`config.mk`:
```
export PLATFORM = sky130hd
export DESIGN_NAME = busreq_responder
export DESIGN_NICKNAME = d
export VERILOG_FILES = /design/src/rtl/busreq_pkg.sv /design/src/rtl/busreq_responder_queue.sv /design/src/rtl/busreq_responder.sv
export SDC_FILE = /design/constraint.sdc
export NUM_CORES = 1
export LEC_CHECK = 0
export CELL_PAD_IN_SITES_DETAIL_PLACEMENT = 0
export CELL_PAD_IN_SITES_GLOBAL_PLACEMENT = 1
export CORE_MARGIN = 2
export CORE_UTILIZATION = 35
export DETAILED_ROUTE_END_ITERATION = 10
export DONT_BUFFER_PORTS = 1
export GPL_ROUTABILITY_DRIVEN = 0
export PLACE_DENSITY = 0.64
export SETUP_SLACK_MARGIN = 0.02
export SYNTH_ARGS = -nofsm -noshare
export SYNTH_HDL_FRONTEND = slang
export SYNTH_SLANG_ARGS = --single-unit
```
`constraint.sdc`:
```
create_clock -name clk -period 2.8 [get_ports clk]
set_input_delay 0.28 -clock clk [delete_from_list [all_inputs] [get_ports clk]]
set_output_delay 0.28 -clock clk [all_outputs]
set_load 0.05 [all_outputs]
```
`src/rtl/busreq_pkg.sv`:
```
// Shared types for the BUSREQ responder: request codes, FSM states, wait-state timeout.
package busreq_pkg;

  typedef enum logic [3:0] {
    REQ_IDLE    = 4'b0000,
    REQ_READ    = 4'b0001,
    REQ_WRITE   = 4'b0010,
    REQ_NEXT_OP = 4'b0011
  } busreq_e;

  typedef enum logic [1:0] {
    S_IDLE,
    S_DECODE,
    S_RESPOND,
    S_HOLD
  } state_e;

  localparam int ERR_TIMEOUT = 16;

endpackage

```
`src/rtl/busreq_responder_queue.sv`:
```
// Circular operand FIFO; push is ignored when full, pop is ignored when empty.
// Head data is visible combinationally on pop_dat_o.
module operand_queue #(
  parameter int WIDTH = 4,
  parameter int DEPTH = 4
) (
  input  logic                     clk,
  input  logic                     rst_n,
  input  logic                     push_i,
  input  logic [WIDTH-1:0]         push_dat_i,
  input  logic                     pop_i,
  output logic [WIDTH-1:0]         pop_dat_o,
  output logic [$clog2(DEPTH):0]   count_o,
  output logic                     full_o,
  output logic                     empty_o
);
  localparam int AW = $clog2(DEPTH);

  logic [WIDTH-1:0] mem_q [DEPTH];
  logic [AW-1:0]    wr_ptr_q, rd_ptr_q;
  logic [AW:0]      count_q;
  logic             push_ok, pop_ok;

  assign full_o    = (count_q == (AW+1)'(DEPTH));
  assign empty_o   = (count_q == '0);
  assign push_ok   = push_i && !full_o;
  assign pop_ok    = pop_i && !empty_o;
  assign count_o   = count_q;
  assign pop_dat_o = mem_q[rd_ptr_q];

  // DEPTH is a power of two, so the pointers wrap by plain overflow.
  always_ff @(posedge clk or negedge rst_n) begin
    if (!rst_n) begin
      wr_ptr_q <= '0;
      rd_ptr_q <= '0;
      count_q  <= '0;
    end else begin
      if (push_ok) wr_ptr_q <= wr_ptr_q + AW'(1);
      if (pop_ok)  rd_ptr_q <= rd_ptr_q + AW'(1);
      case ({push_ok, pop_ok})
        2'b10:   count_q <= count_q + (AW+1)'(1);
        2'b01:   count_q <= count_q - (AW+1)'(1);
        default: count_q <= count_q;
      endcase
    end
  end

  always_ff @(posedge clk) begin
    if (push_ok) mem_q[wr_ptr_q] <= push_dat_i;
  end

endmodule

```
`src/rtl/busreq_responder.sv`:
```
// BUSREQ responder: 16-entry register file plus operand queue answering core requests.
// BUSREQ_ERR_EN adds rsp_err, sticky q_overflow and an empty-queue wait timeout.
module busreq_responder
  import busreq_pkg::*;
#(
  parameter int WIDTH  = 4,
  parameter int NREGS  = 16,
  parameter int QDEPTH = 4
) (
  input  logic                      clk,
  input  logic                      rst_n,
  input  logic [3:0]                req,
  input  logic [3:0]                req_addr,
  input  logic [WIDTH-1:0]          req_wdata,
  output logic [WIDTH-1:0]          rsp_data,
  output logic                      rsp_valid,
  output logic                      busy,
  input  logic                      op_push,
  input  logic [WIDTH-1:0]          op_data,
  output logic                      op_ready,
  output logic [$clog2(QDEPTH):0]   op_count
`ifdef BUSREQ_ERR_EN
  ,
  output logic                      rsp_err,
  output logic                      q_overflow
`endif
);
  localparam int         AW      = (NREGS > 1) ? $clog2(NREGS) : 1;
  localparam logic [4:0] NREGS_L = 5'(NREGS);

  state_e           state_q, state_d;
  logic [3:0]       req_q, code_q, code_d, addr_q, addr_d;
  logic [WIDTH-1:0] rsp_data_q, rsp_data_d;
  logic             rsp_valid_q, rsp_valid_d;
  logic [WIDTH-1:0] regs_q [NREGS];
  logic [AW-1:0]    idx;
  logic             in_range, reg_we, q_pop, q_full, q_empty, done, timeout;
  logic [WIDTH-1:0] q_dat;

  operand_queue #(.WIDTH(WIDTH), .DEPTH(QDEPTH)) u_queue (
    .clk        (clk),
    .rst_n      (rst_n),
    .push_i     (op_push),
    .push_dat_i (op_data),
    .pop_i      (q_pop),
    .pop_dat_o  (q_dat),
    .count_o    (op_count),
    .full_o     (q_full),
    .empty_o    (q_empty)
  );

  assign idx       = addr_q[AW-1:0];
  assign in_range  = ({1'b0, addr_q} < NREGS_L);
  assign rsp_data  = rsp_data_q;
  assign rsp_valid = rsp_valid_q;
  assign busy      = (state_q != S_IDLE);
  assign op_ready  = !q_full;

  always_comb begin
    state_d     = state_q;
    code_d      = code_q;
    addr_d      = addr_q;
    rsp_data_d  = rsp_data_q;
    rsp_valid_d = 1'b0;
    q_pop       = 1'b0;
    reg_we      = 1'b0;
    done        = 1'b0;
    case (state_q)
      S_IDLE: begin
        if (req_q != REQ_IDLE) begin
          state_d = S_DECODE;
          code_d  = req_q;
          addr_d  = req_addr;
        end
      end
      S_DECODE: begin
        done = 1'b1;
        case (code_q)
          REQ_READ:  rsp_data_d = in_range ? regs_q[idx] : '0;
          REQ_WRITE: begin
            reg_we     = in_range;
            rsp_data_d = req_wdata;
          end
          REQ_NEXT_OP: begin
            if (!q_empty) begin
              q_pop      = 1'b1;
              rsp_data_d = q_dat;
            end else begin
              // Empty queue: hold in DECODE until a push lands (or the timeout fires).
              done = timeout;
              if (timeout) rsp_data_d = '0;
            end
          end
          default:   rsp_data_d = '0;
        endcase
        if (done) begin
          state_d     = S_RESPOND;
          rsp_valid_d = 1'b1;
        end
      end
      S_RESPOND: state_d = S_HOLD;
      S_HOLD:    if (req_q == REQ_IDLE) state_d = S_IDLE;
      default:   state_d = S_IDLE;
    endcase
  end

  always_ff @(posedge clk or negedge rst_n) begin
    if (!rst_n) begin
      state_q     <= S_IDLE;
      req_q       <= '0;
      code_q      <= '0;
      addr_q      <= '0;
      rsp_data_q  <= '0;
      rsp_valid_q <= 1'b0;
      for (int i = 0; i < NREGS; i++) regs_q[i] <= '0;
    end else begin
      state_q     <= state_d;
      req_q       <= req;
      code_q      <= code_d;
      addr_q      <= addr_d;
      rsp_data_q  <= rsp_data_d;
      rsp_valid_q <= rsp_valid_d;
      if (reg_we) regs_q[idx] <= req_wdata;
    end
  end

`ifdef BUSREQ_ERR_EN
  localparam int WW = $clog2(ERR_TIMEOUT);

  logic [WW-1:0] wait_q;
  logic          is_rw, is_legal, rsp_err_q, overflow_q;

  assign timeout  = (wait_q == WW'(ERR_TIMEOUT - 1));
  assign is_rw    = (code_q == REQ_READ) || (code_q == REQ_WRITE);
  assign is_legal = is_rw || (code_q == REQ_NEXT_OP);

  always_ff @(posedge clk or negedge rst_n) begin
    if (!rst_n) begin
      wait_q     <= '0;
      rsp_err_q  <= 1'b0;
      overflow_q <= 1'b0;
    end else begin
      wait_q     <= (state_q == S_DECODE) ? wait_q + WW'(1) : '0;
      rsp_err_q  <= done && (!is_legal || (is_rw && !in_range) || timeout);
      overflow_q <= overflow_q || (op_push && q_full);
    end
  end

  assign rsp_err    = rsp_err_q;
  assign q_overflow = overflow_q;
`else
  assign timeout = 1'b0;
`endif

endmodule

```
[Word-level counts from Yosys, hierarchy flattened]
Memory sizes are Yosys's and may differ from the RTL's.
Index checks and enable logic that the tools add are counted.
Storage, ports and cells
  register bits: 90
  bits in writable memories: 16
  output and inout bits: 10
  word-level logic and storage cells: 84
  memories kept: 1
Cells by class
  $add $sub $neg: 4
  order comparisons: 2
  eq/ne operators: 13
  muxes and demuxes: 24
  bitwise operators: 1
  reductions and logical operators: 14
Memories
  u_queue.mem_q: words 4, width 4, rd ports 1, clocked after memory_dff 0, wr ports 1, RTL line busreq_responder_queue.sv:19  | logic [WIDTH-1:0] mem_q [DEPTH];
Operators by type and width (number)
  $bwmux 64: 1
  $bmux 4 s4: 1
  $demux 4 s4: 1
  $mux 4: 4
  $pmux 4 s3: 1
  $mux 1: 11
  $eq 4x2->1 const B: 2
  $ne 2x2->1 const B: 4
  $pmux 2 s4: 1
  $eq 2x2->1 const B: 3
  $mux 2: 3
  $pmux 3 s2: 1
  $ge 5x5->1 const B: 1
  $lt 5x1->1 const B: 1
  $not 4->5: 1
  $add 2x1->2 const B: 2
  $eq 2x1->1 const B: 2
  $eq 4x1->1 const B: 1
  $logic_not 4->1: 1
  $reduce_and 2->1: 2
  $reduce_bool 2->1: 2
  $reduce_bool 4->1: 1
  $add 3x1->3 const B: 1
  $eq 3x3->1 const B: 1
  6 further kinds: 9

[Logic depth before layout (Yosys ltp)]
  word-level depth: 7
  mapped depth: 10

[By module]
From an unflattened synthesis, not the netlist that was laid out.
Unflattened totals
  cell total of the unflattened synthesis: 320
  area, all modules: 4911.0 sq um
Modules (own cells, without submodules)
  busreq_responder: times used 1, cells each 262, area each 3893.7 sq um
  operand_queue: times used 1, cells each 58, area each 1017.2 sq um

[Worst setup path before layout]
OpenSTA, ideal clock, no wires.
  path kind: register -> register
  start point: register u_queue.count_q[2] (netlist: u_queue.count_o[2])
  end point: register u_queue.count_q[2] (netlist: u_queue.count_o[2])
  library setup time: 82 ps
  data arrival time: 2634 ps
  path slack: 84 ps
  stages on the path, launching flop included: 10
  period minus slack after synthesis: 2716 ps
  cells stage by stage: dfrtp_1 nand3_1 and2_1 inv_1 ha_1 inv_1 fa_1 xor2_1 nor2_1 xor2_1
RTL lines
  from (decl): RTL line busreq_responder_queue.sv:21  | logic [AW:0] count_q;
  from (signal assigned): RTL line busreq_responder_queue.sv:41  | 2'b10: count_q <= count_q + (AW+1)'(1);
  from (signal assigned): RTL line busreq_responder_queue.sv:42  | 2'b01: count_q <= count_q - (AW+1)'(1);
  from (signal assigned): RTL line busreq_responder_queue.sv:43  | default: count_q <= count_q;
  $eq 3x3->1 (*): RTL line busreq_responder_queue.sv:24  | assign full_o = (count_q == (AW+1)'(DEPTH));
  $logic_not 1->1 (*)
  via op_ready: RTL line busreq_responder.sv:20  | output logic op_ready,
  $logic_and 1x1->1 (*): RTL line busreq_responder_queue.sv:26  | assign push_ok = push_i && !full_o;
  $eq 2x1->1 / $eq 2x2->1 (equally long branches): RTL line busreq_responder_queue.sv:40  | case ({push_ok, pop_ok})
  $pmux 3 s2 / $reduce_bool 2->1 (equally long branches)
The timed path passes the listed nets; every way through them passes the cells marked *.
A chain may end at the register's enable or synchronous reset.

[Worst setup path after layout]
  start point: register code_q[0]
  end point: register u_queue.count_q[2] (netlist: u_queue.count_o[2])
Between the ends
  word-level cells in the longest chain between the ends: 6
Ends and longest elaborated chain
  from (decl): RTL line busreq_responder.sv:32  | logic [3:0] req_q, code_q, code_d, addr_q, addr_d;
  from (signal assigned): RTL line busreq_responder.sv:119  | code_q <= code_d;
  $eq 4x2->1 (*): RTL line busreq_responder.sv:78  | case (code_q)
  $mux 1 (*): RTL line busreq_responder.sv:78
  $mux 1 (*): RTL line busreq_responder.sv:68  | case (state_q)
  $logic_and 1x1->1 (*): RTL line busreq_responder_queue.sv:27  | assign pop_ok = pop_i && !empty_o;
  via u_queue.pop_ok: RTL line busreq_responder_queue.sv:22  | logic push_ok, pop_ok;
  $eq 2x1->1 / $eq 2x2->1 (equally long branches): RTL line busreq_responder_queue.sv:40
  $pmux 3 s2 / $reduce_bool 2->1 (equally long branches)
Marked as above.

==> reports/summary.txt <==
register-to-register setup slack - 0.39 ns
grt total ovfl - 0
Final min period - 2.41 ns
top cell type's share of synthesized area - 47.1%
worst skew pair latency - 0.36 ns
Seq/Total Area, Yosys - 57.2%
Fin Setup TNS - 0 ns
max incr delay on CP - 0.43 ns
WHS - 0.0641 ns
CTS max path bufs - 2
most used cell, CP - xor2_1
dpl hpwl - 6550 µm
Layout area overhead - 14.7%
CTS tree - yes
Synth area leader - dfrtp_1
VDD IR max - 390 µV
ANT nets after route - 0
final hold viol count - 0
vias in the first global route - 2805
Seq cells post-synth - 106
critical path class - register to register
type of the worst min-delay path - input pin to register
RSZ-0062 raised after global routing - no
# clock sinks - 106
Syn Nets - 342
core box area - 13300 µm²
via count - 2662
Initial Utilization - 36.0%
CP endpoint - u_queue.count_o[2]$_DFFE_PN0P_
Cells on Worst Hold Path - 1
Global Route Usage Sum - 14.4%
Worst Tran Pin Value - 0.716 ns
initial antenna violation count - 0
Setup-failing EPs final - 0
Setup crit start - code_q[0]$_DFFE_PN0P_
Worst R2R End - u_queue.count_o[2]$_DFFE_PN0P_
critical path's slowest cell - dfrtp_1
Ports - 29
crit path DAT - 2.69 ns
DRC - 0
CTS Buf Count - 9
Setup Skew - 0.0104 ns
worst flop-to-flop path startpoint - code_q[0]$_DFFE_PN0P_
Pleak - 0.00236 µW
Worst Path Max Fanout - 4
Warnings, synthesis - 0
die span in y - 121 µm
Initial DRT Pass Iterations - 4
Site Rows - 42
1st-iter DRT viols - 282
unique cell type count in the Yosys netlist - 34
Max-Cap Viols - 0
mean post-synth cell area - 15.3 µm²
first-pass GRT wire length - 15400 µm
fmax - 415 MHz
final WL - 9720 µm
Final Cycle Share - 86.0%
Max Slew Vio Count - 0
die area - 14600 µm²
Worst setup EP type - register
die width - 121 µm
PD cells - 1020 nW/µm²
H-tree levels - 3
average wire per standard cell - 18.9 µm
share of layout cells above drive strength 1 - 38.6%
Mapped Cells - 313
Slew headroom - 51.6%
outcome - finished, final reports clean
R2R cell count - 8
synthesized cell area - 4780 µm²
Util after Layout - 41.2%
top area cells in the synthesized netlist - dfrtp_1, mux2_2, mux4_2
largest net degree at the start of global routing - 91
Post-layout nets - 363
routed vias/inst - 5.17
ant diodes - 0
clk slew on worst S/H paths - 0.08 ns
CTS Root Cell - clkbuf_16
CP cell instances - nor4bb_1, nor3b_2, ha_1, inv_1, fa_1, xor2_1, nor2_1, xor2_1
Buffers on Ports - 0
Req. time, crit path - 3.09 ns
CP Launch Type - register
## cell usage in the layout (no fill, tap or decap), types with 9 or more instances in the layout
cell / count
nor2_1: 9
mux2_2: 70
edfxtp_1: 16
nand2_1: 9
dfrtp_1: 90
clkbuf_16: 9
ha_1: 9
mux4_2: 24
buf_4: 15
inv_1: 11
dlygate4sd3_1: 9
## flip-flops by register name, summed over array words and instances, names as in the netlist
| signal | cells |
|---|---|
| u_queue.wr_ptr_q | 2 |
| code_q | 4 |
| u_queue.mem_q | 16 |
| u_queue.count_o | 3 |
| state_q | 2 |
| req_q | 4 |
| u_queue.rd_ptr_q | 2 |
| rsp_valid | 1 |
| addr_q | 4 |
| rsp_data | 4 |
| regs_q | 64 |
## how the worst min path moves through the flow
stage           startpoint               endpoint  slack [ns]
3_3_place_gp         rst_n  regs_q[1]$_DFFE_PN0P_       -0.01
5_1_grt        req_addr[0]  addr_q[0]$_DFFE_PN0P_        0.05
6_report       req_addr[0]  addr_q[0]$_DFFE_PN0P_        0.06
3_5_place_dp         rst_n  regs_q[9]$_DFFE_PN0P_       -0.01
4_1_cts        req_addr[0]  addr_q[0]$_DFFE_PN0P_        0.05
2_1_floorplan        rst_n  addr_q[0]$_DFFE_PN0P_       -0.02
## worst max-delay path, delay by kind of cell (launching register included)
family,cells,cell delay [ns]
xor+xnor,2,0.30
fa+ha+maj,2,0.63
buf+inv,1,0.06
flops,1,0.43
simple gates,3,0.93
## kinds of logic after synthesis
family	after synthesis	synth area share (%)
AOI/OAI and AO/OA	18	2.30
xor gates and xnor gates	6	1.10
adders and majority gates	10	2.77
buffers and inverters	27	2.22
DFF	106	57.2
muxes	96	28.2
and+or+nand+nor	50	6.23
## repair_timing
action	CTS	global route
hold buffers	10	0
hold endpoints to repair	110	0
buffers inserted	0	0
resized for setup	0	1
setup endpoints to repair	0	1
## per-layer routing
layer / vias up / wire [µm] / GRT usage (%)
met2: 50 / 4590 / 21.4
met3: 16 / 481 / 3.67
met1: 1394 / 4380 / 19.3
met4: 0 / 267 / 7.78
li1: 1202 / - / -
met5: - / 0 / 0
## synth_stat cells
library cell	instances
or3_1	3
nor3b_1	1
nand4_1	2
nand3b_2	1
edfxtp_1	16
clkinv_1	1
nand3_1	3
nand2_1	9
nor4_1	1
clkbuf_1	11
mux2i_1	2
fa_1	1
nand2b_1	2
nor4b_4	1
mux4_2	24
o21ai_0	5
nor2_1	9
a22o_1	4
nor4_2	2
and3_1	4
ha_1	9
mux2_2	70
or4_1	1
a21oi_1	5
nor4b_1	1
inv_1	11
dfrtp_1	90
a31oi_1	4
nor4bb_1	1
and2_1	1
xnor2_1	3
nor3_1	8
xor2_1	3
buf_2	4
## metrics by stage
stage	setup slack [ns]	cells	total power (µW)	area, µm²
global route	0.187	515	5940	5480
floorplan	0.0845	313	3830	4780
global placement	0.261	489	4240	5050
detailed placement	0.196	489	4310	5050
finish	0.393	515	5600	5480
CTS	0.179	515	5680	5480
## final cells by class
type | instances | area [µm²]
Fill cell | 1194 | 7810
Tap cell | 176 | 220
Sequential cell | 106 | 2730
Timing Repair Buffer | 25 | 230
Clock buffer | 9 | 225
Clock inverter | 7 | 83.8
Inverter | 12 | 45.0
Multi-Input combinational cell | 180 | 1950
## where the power goes
| part | switching, µW | leakage (µW) | total [µW] | internal (µW) |
|---|---|---|---|---|
| Clock | 601 | 0.000150 | 1310 | 712 |
| Sequential | 460 | 0.00131 | 2500 | 2040 |
| Combinational | 898 | 0.000903 | 1790 | 896 |
| Total | 1960 | 0.00236 | 5600 | 3640 |
No activity file was read; power rests on OpenSTA's default activity.
